[config.mk]
export PLATFORM = sky130hd
export DESIGN_NAME = garuda_dot_sequencer
export DESIGN_NICKNAME = d
export VERILOG_FILES = /design/src/rtl/garuda_dot_sequencer.sv
export SDC_FILE = /design/constraint.sdc
export NUM_CORES = 1
export LEC_CHECK = 0
export ABC_AREA = 1
export BUFFER_PORTS_ARGS = -buffer_cell sky130_fd_sc_hd__buf_2
export CAP_MARGIN = 0
export CORE_AREA = 3 3 116 118
export CTS_CLUSTER_SIZE = 24
export DETAILED_ROUTE_END_ITERATION = 10
export DIE_AREA = 0 0 119 121
export PLACE_DENSITY = 0.69
export SLEW_MARGIN = 15
export SYNTH_ARGS = -nofsm -noshare
export SYNTH_HDL_FRONTEND = slang
export SYNTH_SLANG_ARGS = --single-unit
[constraint.sdc]
create_clock -name clk_i -period 1.39 [get_ports clk_i]
set_input_delay 0.139 -clock clk_i [delete_from_list [all_inputs] [get_ports clk_i]]
set_output_delay 0.139 -clock clk_i [all_outputs]
set_load 0.05 [all_outputs]
[src/rtl/garuda_dot_sequencer.sv]
// garuda_dot_sequencer
//   Drives the multi-lane int8 MAC wrapper for one long dot-product command.
//   Operand pairs are loaded NUM_LANES at a time. A partial last chunk is padded
//   with zero lanes. One exec then fires the lanes, and the result is carried
//   forward as the next chunk's rd.
//   Optional watchdog: define GARUDA_DOTSEQ_TIMEOUT_EN to abort a WAIT that never
//   sees mac_valid_i within TIMEOUT_CYCLES cycles.
//   Handshakes: a transfer happens on a rising clock edge where valid and ready are
//   both high. Valid never depends on ready. cmd/op/res all follow this rule.
module garuda_dot_sequencer #(
    parameter int NUM_LANES    = 16,
    parameter int XLEN         = 32,
    parameter int LEN_W        = 16,
    parameter int OPC_SIMD_DOT = 5
`ifdef GARUDA_DOTSEQ_TIMEOUT_EN
    ,
    parameter int TIMEOUT_CYCLES = 64
`endif
) (
    input  logic                         clk_i,
    input  logic                         rst_ni,
    input  logic                         cmd_valid_i,
    output logic                         cmd_ready_o,
    input  logic [LEN_W-1:0]             cmd_len_i,
    input  logic [XLEN-1:0]              cmd_acc_init_i,
    input  logic                         op_valid_i,
    output logic                         op_ready_o,
    input  logic [31:0]                  op_a_i,
    input  logic [31:0]                  op_b_i,
    output logic                         mac_valid_o,
    output logic                         mac_lane_load_o,
    output logic                         mac_lane_exec_o,
    output logic [$clog2(NUM_LANES)-1:0] mac_lane_idx_o,
    output logic [4:0]                   mac_opcode_o,
    output logic [31:0]                  mac_rs1_o,
    output logic [31:0]                  mac_rs2_o,
    output logic [XLEN-1:0]              mac_rd_o,
    input  logic                         mac_valid_i,
    input  logic [XLEN-1:0]              mac_result_i,
    input  logic                         mac_overflow_i,
    output logic                         res_valid_o,
    input  logic                         res_ready_i,
    output logic [XLEN-1:0]              res_data_o,
    output logic                         res_overflow_o,
    output logic                         res_error_o,
    output logic                         busy_o,
    output logic [2:0]                   dbg_state_o
);
    localparam int LANE_W = $clog2(NUM_LANES);

    localparam logic [2:0] S_IDLE  = 3'd0;
    localparam logic [2:0] S_LOAD  = 3'd1;
    localparam logic [2:0] S_ZFILL = 3'd2;
    localparam logic [2:0] S_EXEC  = 3'd3;
    localparam logic [2:0] S_WAIT  = 3'd4;
    localparam logic [2:0] S_DONE  = 3'd5;

    logic [2:0]       r_state;
    logic [2:0]       w_next;
    logic [XLEN-1:0]  r_acc;
    logic [LEN_W-1:0] r_remaining;
    logic [LANE_W-1:0] r_lane;
    logic             r_ovf;
    logic             w_op_fire;
    logic             w_last_lane;
    logic             w_last_word;
    logic             w_timeout;

    assign w_op_fire   = (r_state == S_LOAD) && op_valid_i;
    assign w_last_lane = (r_lane == {LANE_W{1'b1}});
    assign w_last_word = (r_remaining == LEN_W'(1));

`ifdef GARUDA_DOTSEQ_TIMEOUT_EN
    localparam int TO_W = $clog2(TIMEOUT_CYCLES + 1);
    logic [TO_W-1:0] r_wait_cnt;
    logic            r_err;

    // Watchdog: count consecutive WAIT cycles, restart whenever WAIT is left
    always_ff @(posedge clk_i or negedge rst_ni) begin
        if (!rst_ni)               r_wait_cnt <= '0;
        else if (r_state == S_WAIT) r_wait_cnt <= r_wait_cnt + TO_W'(1);
        else                       r_wait_cnt <= '0;
    end

    assign w_timeout = (r_state == S_WAIT) && !mac_valid_i &&
                       (r_wait_cnt == TO_W'(TIMEOUT_CYCLES - 1));

    // Error flag: set by a watchdog abort, cleared when a new command is taken
    always_ff @(posedge clk_i or negedge rst_ni) begin
        if (!rst_ni)                                r_err <= 1'b0;
        else if (r_state == S_IDLE && cmd_valid_i)  r_err <= 1'b0;
        else if (w_timeout)                         r_err <= 1'b1;
    end

    assign res_error_o = (r_state == S_DONE) && r_err;
`else
    assign w_timeout   = 1'b0;
    assign res_error_o = 1'b0;
`endif

    // State register
    always_ff @(posedge clk_i or negedge rst_ni) begin
        if (!rst_ni) r_state <= S_IDLE;
        else         r_state <= w_next;
    end

    // Next-state logic
    always_comb begin
        w_next = r_state;
        case (r_state)
            S_IDLE:  if (cmd_valid_i) w_next = (cmd_len_i == '0) ? S_DONE : S_LOAD;
            S_LOAD:  if (op_valid_i) begin
                         if (w_last_lane)      w_next = S_EXEC;
                         else if (w_last_word) w_next = S_ZFILL;
                     end
            S_ZFILL: if (w_last_lane) w_next = S_EXEC;
            S_EXEC:  w_next = S_WAIT;
            S_WAIT:  if (mac_valid_i)    w_next = (r_remaining != '0) ? S_LOAD : S_DONE;
                     else if (w_timeout) w_next = S_DONE;
            S_DONE:  if (res_ready_i) w_next = S_IDLE;
            default: w_next = S_IDLE;
        endcase
    end

    // Datapath: accumulator, word countdown, lane pointer, sticky overflow
    always_ff @(posedge clk_i or negedge rst_ni) begin
        if (!rst_ni) begin
            r_acc       <= '0;
            r_remaining <= '0;
            r_lane      <= '0;
            r_ovf       <= 1'b0;
        end else begin
            if (r_state == S_IDLE && cmd_valid_i) begin
                r_acc       <= cmd_acc_init_i;
                r_remaining <= cmd_len_i;
                r_lane      <= '0;
                r_ovf       <= 1'b0;
            end
            if (w_op_fire) begin
                r_lane      <= r_lane + LANE_W'(1);
                r_remaining <= r_remaining - LEN_W'(1);
            end
            if (r_state == S_ZFILL) r_lane <= r_lane + LANE_W'(1);
            if (r_state == S_EXEC)  r_lane <= '0;
            if (r_state == S_WAIT && mac_valid_i) begin
                r_acc <= mac_result_i;
                r_ovf <= r_ovf | mac_overflow_i;
            end
        end
    end

    // Output decode from state (plus the operand handshake during LOAD)
    always_comb begin
        cmd_ready_o     = 1'b0;
        op_ready_o      = 1'b0;
        mac_valid_o     = 1'b0;
        mac_lane_load_o = 1'b0;
        mac_lane_exec_o = 1'b0;
        mac_lane_idx_o  = '0;
        mac_rs1_o       = '0;
        mac_rs2_o       = '0;
        mac_rd_o        = '0;
        res_valid_o     = 1'b0;
        res_data_o      = '0;
        res_overflow_o  = 1'b0;
        case (r_state)
            S_IDLE: cmd_ready_o = 1'b1;
            S_LOAD: begin
                op_ready_o = 1'b1;
                if (op_valid_i) begin
                    mac_valid_o     = 1'b1;
                    mac_lane_load_o = 1'b1;
                    mac_lane_idx_o  = r_lane;
                    mac_rs1_o       = op_a_i;
                    mac_rs2_o       = op_b_i;
                end
            end
            S_ZFILL: begin
                mac_valid_o     = 1'b1;
                mac_lane_load_o = 1'b1;
                mac_lane_idx_o  = r_lane;
            end
            S_EXEC: begin
                mac_valid_o     = 1'b1;
                mac_lane_exec_o = 1'b1;
                mac_rd_o        = r_acc;
            end
            S_DONE: begin
                res_valid_o    = 1'b1;
                res_data_o     = r_acc;
                res_overflow_o = r_ovf;
            end
            default: ;
        endcase
        mac_opcode_o = mac_valid_o ? 5'(OPC_SIMD_DOT) : 5'd0;
    end

    assign busy_o      = (r_state != S_IDLE);
    assign dbg_state_o = r_state;

endmodule

==> results by group <==
Logic synthesis
  • Yosys cell types: 35
  • Area contributors post-synth: dfrtp_1, nor2_1, nand2_1
  • Syn Inst Count: 652
  • Synthesized area per cell: 6.29 sq um
  • YS warnings: 0
  • FF+latch count, synth: 56
  • Post-synth top area share: 34.2%
  • Seq/Total Area, Yosys: between 30% and 40%
  • Mapped Area: 0.00410 sq mm
  • Area leader, netlist: dfrtp_1

Clock network
  • H-tree depth: 2
  • CTS clock-pin slew for the worst setup and hold paths: 80 ps
  • CTS max path bufs: 2
  • CTS Root Cell: clkbuf_16
  • CTS Sinks: 56
  • Number of buffers created by CTS: 5
  • CTS tree: yes
  • Worst-Skew Late Latency: ~300 ps

Floorplan
  • FP Rows: 41
  • Die H: between 100 and 150 um
  • Initial Util: between 30% and 40%
  • Core area: 0.0126 sq mm
  • Die area: around 0.014 sq mm
  • Top Ports: 300
  • Die X: 119 um

Drt
  • Vias: roughly 6,000
  • Via/cell ratio: about 5
  • Pre-antenna DRT Iters: 5
  • Wirelength, routed: 21,200 um
  • Drt initial violations: about 350
  • WL/cell: 17.6 um
  • Drt drc: 0
  • ANT nets after route: 0

STA
  • PnR worst setup slack: -408 ps
  • Final slew viol count: 0
  • Final hold violations: 0
  • Max Clk Rate: 0.556 GHz
  • Fin Hold WS: 73.8 ps
  • Fin crit period: 1800 ps
  • Final setup vio count: 197
  • Skew final: between 9 and 10 ps
  • Setup TNS: -61,170 ps
  • RSZ-0062 raised after global routing: yes
  • Final Cycle Share: 129%

Pwr
  • Pwr dens: between 2000 and 2500 mW/mm^2
  • Static Leak: 4.38 nW
  • Maximum vdd drop: 1.10 mV

Global route
  • Met1 usage: 28.4%
  • Global route overflow: 0
  • Vias in the first global route: about 6,100
  • Met2 usage: 47.5%
  • First-pass GRT wire length: 30,300 um
  • Largest net degree at the start of global routing: 57
  • Gr busiest metal: met2
  • GR Util met3: 7.32%
  • Antenna violations before repair: 2
  • Gr usage total: 26.1%

Final layout
  • Area growth syn-to-layout: 138%
  • Share of cells above drive strength 1: roughly 63%
  • Fin util: around 78%
  • Fin nets: 1,187
  • Fillers: 801

Worst setup path
  • Setup crit end kind: output port
  • Critical path type: reg -> out
  • Startpoint type of the worst setup path: flip-flop
  • Crit path DAT: 1660 ps
  • Critical Path Fanout Max: 9
  • Required time of the critical path: 1250 ps

Hold path
  • Min-Delay Path Class: in -> reg

Place
  • I/O Buffers: 295
  • Place WS: -169 ps
  • HPWL after detailed placement: 13,100 um
  • GPL Wtd Cong: 0.878

Status
  • Failing checks: setup timing
  • Status: finished with violations

Job
  • Maxcap violations: 0
-- registers in the layout, indices dropped and copies added, names as in the netlist --
name         flops
r_lane           4
r_ovf            1
r_remaining     16
dbg_state_o      3
r_acc           32
-- stage by stage --
stage | total power, mW | instance area [sq um] | std cells
floorplan | 11.8 | 5320 | 655
global placement | 14.8 | 7420 | 1154
detailed placement | 15.0 | 7420 | 1154
CTS | 18.9 | 9080 | 1193
global route | 21.5 | 9760 | 1207
finish | 20.5 | 9760 | 1207
-- Yosys cell counts --
library cell    n
inv_2           8
conb_1          1
nand3b_1        1
o21ai_2         1
nand2_1       134
nand3_1        25
o22ai_1        34
o211ai_1        4
nor2_1        208
a21oi_1         3
dfrtp_1        56
nor3_1          1
nor2_4          1
clkbuf_1       17
nand3_4         1
o21bai_1        1
o21ai_0        43
nand2_4         4
clkbuf_2        1
nor2_2          2
o221ai_1        1
xnor2_1         2
o21ai_1         4
ha_1            4
buf_2          11
nor4_1          1
buf_6           5
xor2_1          4
inv_1          57
nand2_8         1
or2_2           3
nand4_1         3
buf_4           8
clkinv_2        1
nor3_4          1
-- final cells by class --
| cell class | count | area (sq um) | area share [%] |
|---|---|---|---|
| diodes | 2 | 5.00 | 0.0513 |
| clock buffers | 7 | 133 | 1.36 |
| clock inverters | 1 | 8.76 | 0.0897 |
| inverters | 66 | 305 | 3.13 |
| multi-input cells | 492 | 3670 | 37.6 |
| flip-flops and latches | 56 | 1410 | 14.4 |
| well taps | 172 | 215 | 2.20 |
| repair buffers | 410 | 4010 | 41.1 |
| repair inverters | 1 | 8.76 | 0.0897 |
-- worst paths after layout --
kind	startpoint	to	slack (ps)	depth (start not counted)
worst min register to register	r_ovf$_DFFE_PN0P_	r_ovf$_DFFE_PN0P_	550	2
worst max register to register	dbg_state_o[1]$_DFFE_PN0P_	r_acc[5]$_DFFE_PN0P_	-380	8
worst max-delay path	dbg_state_o[0]$_DFFE_PN0P_	mac_rs1_o[0]	-410	7
min in group asynchronous	rst_ni	r_acc[2]$_DFFE_PN0P_	380	3
worst min-delay path	cmd_len_i[7]	r_remaining[7]$_DFFE_PN0P_	70	3
max in group asynchronous	rst_ni	dbg_state_o[1]$_DFFE_PN0P_	730	3
-- cells by family (layout without fill, tap and decap cells) --
kind of cell / Yosys count / count (layout) / synth area share [%]
and+or+nand+nor: 386 / 387 / 38.7
buffers and inverters: 108 / 485 / 11.9
AOI/OAI and AO/OA: 91 / 91 / 12.6
DFF: 56 / 56 / 34.2
xor gates and xnor gates: 6 / 6 / 1.28
adders and majority gates: 4 / 4 / 1.22
other: 1 / 6 / 0.0914
-- per-layer routing --
layer,vias up,share of wire [%]
li1,2808,-
met3,52,8.1
met4,0,3.8
met1,2837,35
met2,322,53
met5,-,0
-- power breakdown --
group          internal (mW)  leakage, nW  switching (mW)
logic                   6.66         3.63            9.66
clock network          0.681       0.0685           0.640
registers               2.43        0.690           0.413
-- placed cells by master, fill, tap and decap left out, types with 6 or more instances in the layout --
cell       count
buf_8         42
nor2_4       142
clkbuf_16     10
o22ai_2        9
inv_1         54
o21ai_2       29
o22ai_1       24
buf_2        152
nand2_1      129
dfrtp_1       53
nand3_1       20
o21ai_1       12
nor2_1        56
buf_12        22
buf_4         55
buf_16         6
buf_6        124
nor2_2        13
-- critical path, stage by stage, from the launching register on --
cell and delay, ps:
dfrtp_2 400, inv_4 60, nor2_4 200, buf_4 180
nand2_8 70, buf_16 160, nor2_4 120, buf_6 160
-- timing repair --
| action | in CTS | in global routing |
|---|---|---|
| pin swaps | 17 | 49 |
| buffers inserted | 23 | 16 |
| hold endpoints to repair | 56 | 0 |
| setup endpoints to repair | 197 | 199 |
| hold buffers | 1 | 0 |
| gates resized for setup | 340 | 170 |
| gates cloned | 8 | 5 |
Note: power is estimated with default switching activity, not from simulation.
